**config.mk**
```make
export PLATFORM = sky130hd
export DESIGN_NAME = vga_timing_generator
export DESIGN_NICKNAME = d
export VERILOG_FILES = /design/src/rtl/vga_timing_generator.sv
export SDC_FILE = /design/constraint.sdc
export NUM_CORES = 1
export LEC_CHECK = 0
export ABC_CLOCK_PERIOD_IN_PS = 3300
export BUFFER_PORTS_ARGS = -buffer_cell sky130_fd_sc_hd__buf_2
export CAP_MARGIN = 10
export CORE_AREA = 2 2 82 84
export DETAILED_ROUTE_END_ITERATION = 8
export DIE_AREA = 0 0 84 86
export GPL_TIMING_DRIVEN = 0
export PLACE_DENSITY = 0.69
export SYNTH_ARGS = -nofsm -noshare
export SYNTH_HDL_FRONTEND = slang
export SYNTH_SLANG_ARGS = --single-unit
```
**constraint.sdc**
```tcl
create_clock -name wb_clk_i -period 3.3 [get_ports wb_clk_i]
set_input_delay 0 -clock wb_clk_i [delete_from_list [all_inputs] [get_ports wb_clk_i]]
set_output_delay 0 -clock wb_clk_i [all_outputs]
set_load 0.02 [all_outputs]
```
**src/rtl/vga_timing_generator.sv**
```systemverilog
// VGA timing generator: horizontal/vertical region FSMs, per-pixel fetch requests and a 2-stage pixel/sync output pipeline.
// Optional line-compare interrupt is built when VGA_TIMING_LINE_IRQ_EN is defined.
module vga_timing_generator #(
  parameter int H_VISIBLE = 100,
  parameter int H_FRONT   = 5,
  parameter int H_SYNC    = 16,
  parameter int H_BACK    = 11,
  parameter int V_VISIBLE = 600,
  parameter int V_FRONT   = 1,
  parameter int V_SYNC    = 4,
  parameter int V_BACK    = 23,
  parameter int COUNT_W   = 10
) (
  input  logic               wb_clk_i,
  input  logic               wb_rst_i,
  input  logic               enable,
  output logic               pixel_req,
  output logic [COUNT_W-1:0] pixel_x,
  output logic [COUNT_W-1:0] pixel_y,
  input  logic [5:0]         pixel_data,
  input  logic               pixel_valid,
  output logic               vga_hsync,
  output logic               vga_vsync,
  output logic [5:0]         vga_pixel,
  output logic               frame_start,
  output logic               underflow,
`ifdef VGA_TIMING_LINE_IRQ_EN
  input  logic [COUNT_W-1:0] line_compare,
  output logic               line_irq,
`endif
  input  logic               clear_underflow
);

  typedef enum logic [1:0] {HS_VIS, HS_FP, HS_SYNC, HS_BACK} h_state_t;
  typedef enum logic [1:0] {VS_VIS, VS_FP, VS_SYNC, VS_BACK} v_state_t;

  // Complete timing position; active marks a running cycle (one cycle behind enable).
  typedef struct packed {
    logic               active;
    h_state_t           h_state;
    logic [COUNT_W-1:0] h_cnt;
    v_state_t           v_state;
    logic [COUNT_W-1:0] v_cnt;
  } timing_state_t;

  timing_state_t      st;
  logic [COUNT_W-1:0] last_x;
  logic [COUNT_W-1:0] last_y;
  logic               h_last;
  logic               v_last;
  logic               vis;
  h_state_t           h_next;
  v_state_t           v_next;

  logic               req_d1;
  logic               hsync_d1;
  logic               vsync_d1;

  always_comb begin
    h_last = 1'b0;
    h_next = HS_VIS;
    case (st.h_state)
      HS_VIS:  begin h_last = (st.h_cnt == COUNT_W'(H_VISIBLE - 1)); h_next = HS_FP;   end
      HS_FP:   begin h_last = (st.h_cnt == COUNT_W'(H_FRONT - 1));   h_next = HS_SYNC; end
      HS_SYNC: begin h_last = (st.h_cnt == COUNT_W'(H_SYNC - 1));    h_next = HS_BACK; end
      default: begin h_last = (st.h_cnt == COUNT_W'(H_BACK - 1));    h_next = HS_VIS;  end
    endcase
  end

  always_comb begin
    v_last = 1'b0;
    v_next = VS_VIS;
    case (st.v_state)
      VS_VIS:  begin v_last = (st.v_cnt == COUNT_W'(V_VISIBLE - 1)); v_next = VS_FP;   end
      VS_FP:   begin v_last = (st.v_cnt == COUNT_W'(V_FRONT - 1));   v_next = VS_SYNC; end
      VS_SYNC: begin v_last = (st.v_cnt == COUNT_W'(V_SYNC - 1));    v_next = VS_BACK; end
      default: begin v_last = (st.v_cnt == COUNT_W'(V_BACK - 1));    v_next = VS_VIS;  end
    endcase
  end

  // Request handshake: pixel_req/pixel_x/pixel_y name a pixel in cycle N; the source answers with
  // pixel_data qualified by pixel_valid in cycle N+1. There is no back-pressure on requests.
  assign vis         = st.active && (st.h_state == HS_VIS) && (st.v_state == VS_VIS);
  assign pixel_req   = vis;
  assign pixel_x     = vis ? st.h_cnt : last_x;
  assign pixel_y     = vis ? st.v_cnt : last_y;
  assign frame_start = vis && (st.h_cnt == '0) && (st.v_cnt == '0);

`ifdef VGA_TIMING_LINE_IRQ_EN
  assign line_irq = vis && (st.h_cnt == '0) && (st.v_cnt == line_compare);
`endif

  always_ff @(posedge wb_clk_i or posedge wb_rst_i) begin
    if (wb_rst_i) begin
      st.active  <= 1'b0;
      st.h_state <= HS_VIS;
      st.h_cnt   <= '0;
      st.v_state <= VS_VIS;
      st.v_cnt   <= '0;
      last_x     <= '0;
      last_y     <= '0;
    end else begin
      st.active <= enable;
      if (!enable) begin
        st.h_state <= HS_VIS;
        st.h_cnt   <= '0;
        st.v_state <= VS_VIS;
        st.v_cnt   <= '0;
        last_x     <= '0;
        last_y     <= '0;
      end else if (st.active) begin
        if (vis) begin
          last_x <= st.h_cnt;
          last_y <= st.v_cnt;
        end
        if (h_last) begin
          st.h_cnt   <= '0;
          st.h_state <= h_next;
          // Vertical position moves only at the line boundary so vsync edges align with H_VIS.
          if (st.h_state == HS_BACK) begin
            if (v_last) begin
              st.v_cnt   <= '0;
              st.v_state <= v_next;
            end else begin
              st.v_cnt <= st.v_cnt + 1'b1;
            end
          end
        end else begin
          st.h_cnt <= st.h_cnt + 1'b1;
        end
      end
    end
  end

  // Stage 1 carries request and sync state alongside the source latency; stage 2 drives the pins.
  always_ff @(posedge wb_clk_i or posedge wb_rst_i) begin
    if (wb_rst_i) begin
      req_d1    <= 1'b0;
      hsync_d1  <= 1'b1;
      vsync_d1  <= 1'b1;
      vga_hsync <= 1'b1;
      vga_vsync <= 1'b1;
      vga_pixel <= 6'd0;
      underflow <= 1'b0;
    end else begin
      req_d1    <= pixel_req;
      hsync_d1  <= !(st.active && (st.h_state == HS_SYNC));
      vsync_d1  <= !(st.active && (st.v_state == VS_SYNC));
      vga_hsync <= hsync_d1;
      vga_vsync <= vsync_d1;
      vga_pixel <= (req_d1 && pixel_valid) ? pixel_data : 6'd0;
      if (req_d1 && !pixel_valid) begin
        underflow <= 1'b1;
      end else if (clear_underflow) begin
        underflow <= 1'b0;
      end
    end
  end

endmodule

```
==> impl_metrics.tcl <==
set metrics [dict create \
    synth_top_flop_cell "dfrtp_1" \
    drc 0 \
    synth_cells 282 \
    p_clk_frac 0.437 \
    num_io_pins 42 \
    grt_max_degree 33 \
    port_buffers 41 \
    critPathLaunchType "flip-flop" \
    ys_seq_area_frac 0.470 \
    critPathKind "reg -> out" \
    vias_per_cell 5.45 \
    dieHeight_um 86 \
    grt_pass1_wl_um 11300 \
    setup_viol 0 \
    clock-sinks 57 \
    fin_crit_sh 0.789 \
    start_util 0.485 \
    cp.required_ps 3300 \
    insertion_delay_ps 340 \
    avgRoutedWirePerCell_um 15.7 \
    p_sw_mw 0.405 \
    crit_arrival_ps 2600 \
    ir_drop_mv 0.305 \
    fillers 525 \
    cts_tree "done" \
    async_flop_share 1.00 \
    pre_cts_ws_ps 932 \
    syn2layout_area_growth_pct 23.2 \
    drt-pass1-iter-count 4 \
    htree_levels 3 \
    clkSlewWorstSetupHoldPaths_ps 60 \
    cts_root_buf "clkbuf_8" \
    worst_slack_ps 695 \
    netlist_area_mm2 0.00304 \
    grtUsageTotal 0.202 \
    ys_warn_count 0 \
    post_dp_cell_area_mm2 0.00336 \
    hold_path.class "in -> async" \
    totalWireLength_um 6800 \
    avgSynthCellArea_um2 10.8 \
    diodes 0 \
    synth_nets 306 \
    fin_nets 375 \
    cp-end-kind "output port" \
    synth_most_common_cell "dfrtp_1" \
    rsz0062_at_grt "no" \
    comb_power_share 0.110 \
    grt_overflow 0 \
    synth-edff-count 0 \
    rows 29 \
    slew_viol_final 0 \
    status "finished clean" \
    vias 2362 \
    hold_viol_final 0 \
    ys_ff_latch 57 \
    numCtsBuffers 9 \
    setup-tns-final_ps 0 \
    synthTopCellsByCount "dfrtp_1, and2_1, nand2_1" \
    finish.instance_area_mm2 0.00375 \
    slew_headroom 0.426 \
    final_cells 433 \
    die-area_mm2 0.00722 \
    p_leak_nw 1.83 \
    drt_first_iter_violations 137 \
    drive_gt1_frac 0.284 \
    intPower_mw 1.22 \
    cts_buffer_depth 2 \
    worstMarginPinSlew_ps 853 \
    swShare 0.249 \
    synth_largest_area_cell "dfrtp_1" \
    fmax_mhz 384 \
    pwr-share-seq 0.453 \
    antenna_left 0 \
    fin_hold_ws_ps 285 \
    yosysUniqueCellTypes 46 \
    dp_hpwl_um 4630 \
    worst-path-max-fanout 10 \
    die_w_um 84 \
    fp.coreArea_mm2 0.00628 \
    grt_pass1_vias 2343 \
    place_congestion 0.841 \
    min_period_ps 2600 \
    grt_antenna_before_repair 0 \
    power.density_mw_per_mm2 434 \
    dp_cells 401 \
    synth_top_area_share 0.436 \
    ys_top_cells_by_area "dfrtp_1, mux2_2, ha_1" \
    cts_resized 0 \
    max_cap_violations 0 \
    skew_ps 7.58 \
]
==> cell families after synthesis <==
logic type,after synthesis,share of synthesized area
mux,19,0.0691
fa+ha+maj,13,0.0535
compound gates,42,0.120
buf+inv,29,0.0419
simple gates,114,0.222
xor+xnor,8,0.0230
flops,57,0.470
==> sequential cells by signal, summed over array words and instances, names as in the netlist <==
register,flops
underflow,1
vga_vsync,1
vga_pixel,6
st,25
vga_hsync,1
last_x,10
hsync_d1,1
last_y,10
vsync_d1,1
req_d1,1
==> layout by cell type (no fill, tap or decap), types with 2 or more instances in the layout <==
cell / count
ha_1: 13
inv_1: 13
or3_1: 4
o211ai_1: 4
nand4b_1: 3
and2_1: 24
clkbuf_1: 10
dfstp_2: 4
mux2_2: 16
buf_6: 2
nor4_1: 2
o221ai_1: 2
o2bb2ai_1: 2
nor3_1: 3
xor2_1: 3
o22ai_1: 3
mux2i_1: 3
dfrtp_1: 53
o31ai_2: 7
buf_2: 44
a32oi_1: 4
a21oi_1: 4
and3_1: 16
o21ai_0: 8
nand2_1: 21
nor4_4: 2
o21a_1: 2
xnor2_1: 5
clkbuf_8: 13
nand2b_1: 3
dlygate4sd3_1: 16
nand3_1: 19
nor2_1: 8
==> power groups by stage <==
| stage | Sequential, mW | Clock [mW] | Combinational (mW) |
|---|---|---|---|
| 6_report | 0.737 | 0.712 | 0.180 |
| 5_1_grt | 0.739 | 0.762 | 0.197 |
| 4_1_cts | 0.737 | 0.731 | 0.179 |
| 3_5_place_dp | 0.749 | 0 | 0.165 |
| 3_3_place_gp | 0.749 | 0 | 0.160 |
| 2_1_floorplan | 0.750 | 0 | 0.109 |
==> per-stage QoR <==
step                total power [mW]   util
CTS                             1.65  0.597
global route                    1.70  0.597
finish                          1.63  0.597
global placement               0.909  0.533
floorplan                      0.859      -
detailed placement             0.914  0.536
==> per-layer routing <==
| layer | vias up | share of wire | track usage | routed length [um] |
|---|---|---|---|---|
| met3 | 10 | 0.038 | 0.0654 | 260 |
| met2 | 43 | 0.50 | 0.340 | 3420 |
| met5 | - | 0 | 0 | 0 |
| met4 | 0 | 0.018 | 0.0806 | 124 |
| met1 | 1169 | 0.44 | 0.241 | 2990 |
| li1 | 1140 | - | - | - |
==> timing repair <==
action,CTS,global route
hold endpoints to repair,29,0
buffers inserted,0,0
hold buffers,16,0
==> final timing paths <==
path	from	endpoint	slack (ps)	depth (start not counted)
max in group asynchronous	wb_rst_i	last_x[5]$_DFFE_PP0P_	2450	4
setup reg to reg	st[22]$_DFFE_PP0P_	st[19]$_DFFE_PP0P_	910	7
min in group wb_clk_i	vsync_d1$_DFF_PP1_	vga_vsync$_DFF_PP1_	350	0
hold / removal	wb_rst_i	last_y[6]$_DFFE_PP0P_	280	3
hold reg to reg	vsync_d1$_DFF_PP1_	vga_vsync$_DFF_PP1_	350	0
setup / recovery	st[10]$_DFFE_PP0P_	pixel_x[9]	700	6
==> area by class of cell <==
cell class	instances	area [um^2]	area share
multi-input cells	196	1480	0.396
flip-flops and latches	57	1430	0.382
well taps	77	96.3	0.0257
inverters	14	52.6	0.0140
repair buffers	58	385	0.103
plain buffers	15	75.1	0.0200
clock buffers	13	179	0.0477
clock inverters	3	46.3	0.0123
==> critical path, cell delays in order, from the launching register on <==
cell	delay (ps)
dfrtp_1	420
inv_1	120
ha_1	270
nand3_1	320
clkbuf_1	550
mux2_2	420
buf_2	160
No activity file was read; power rests on OpenSTA's default activity.
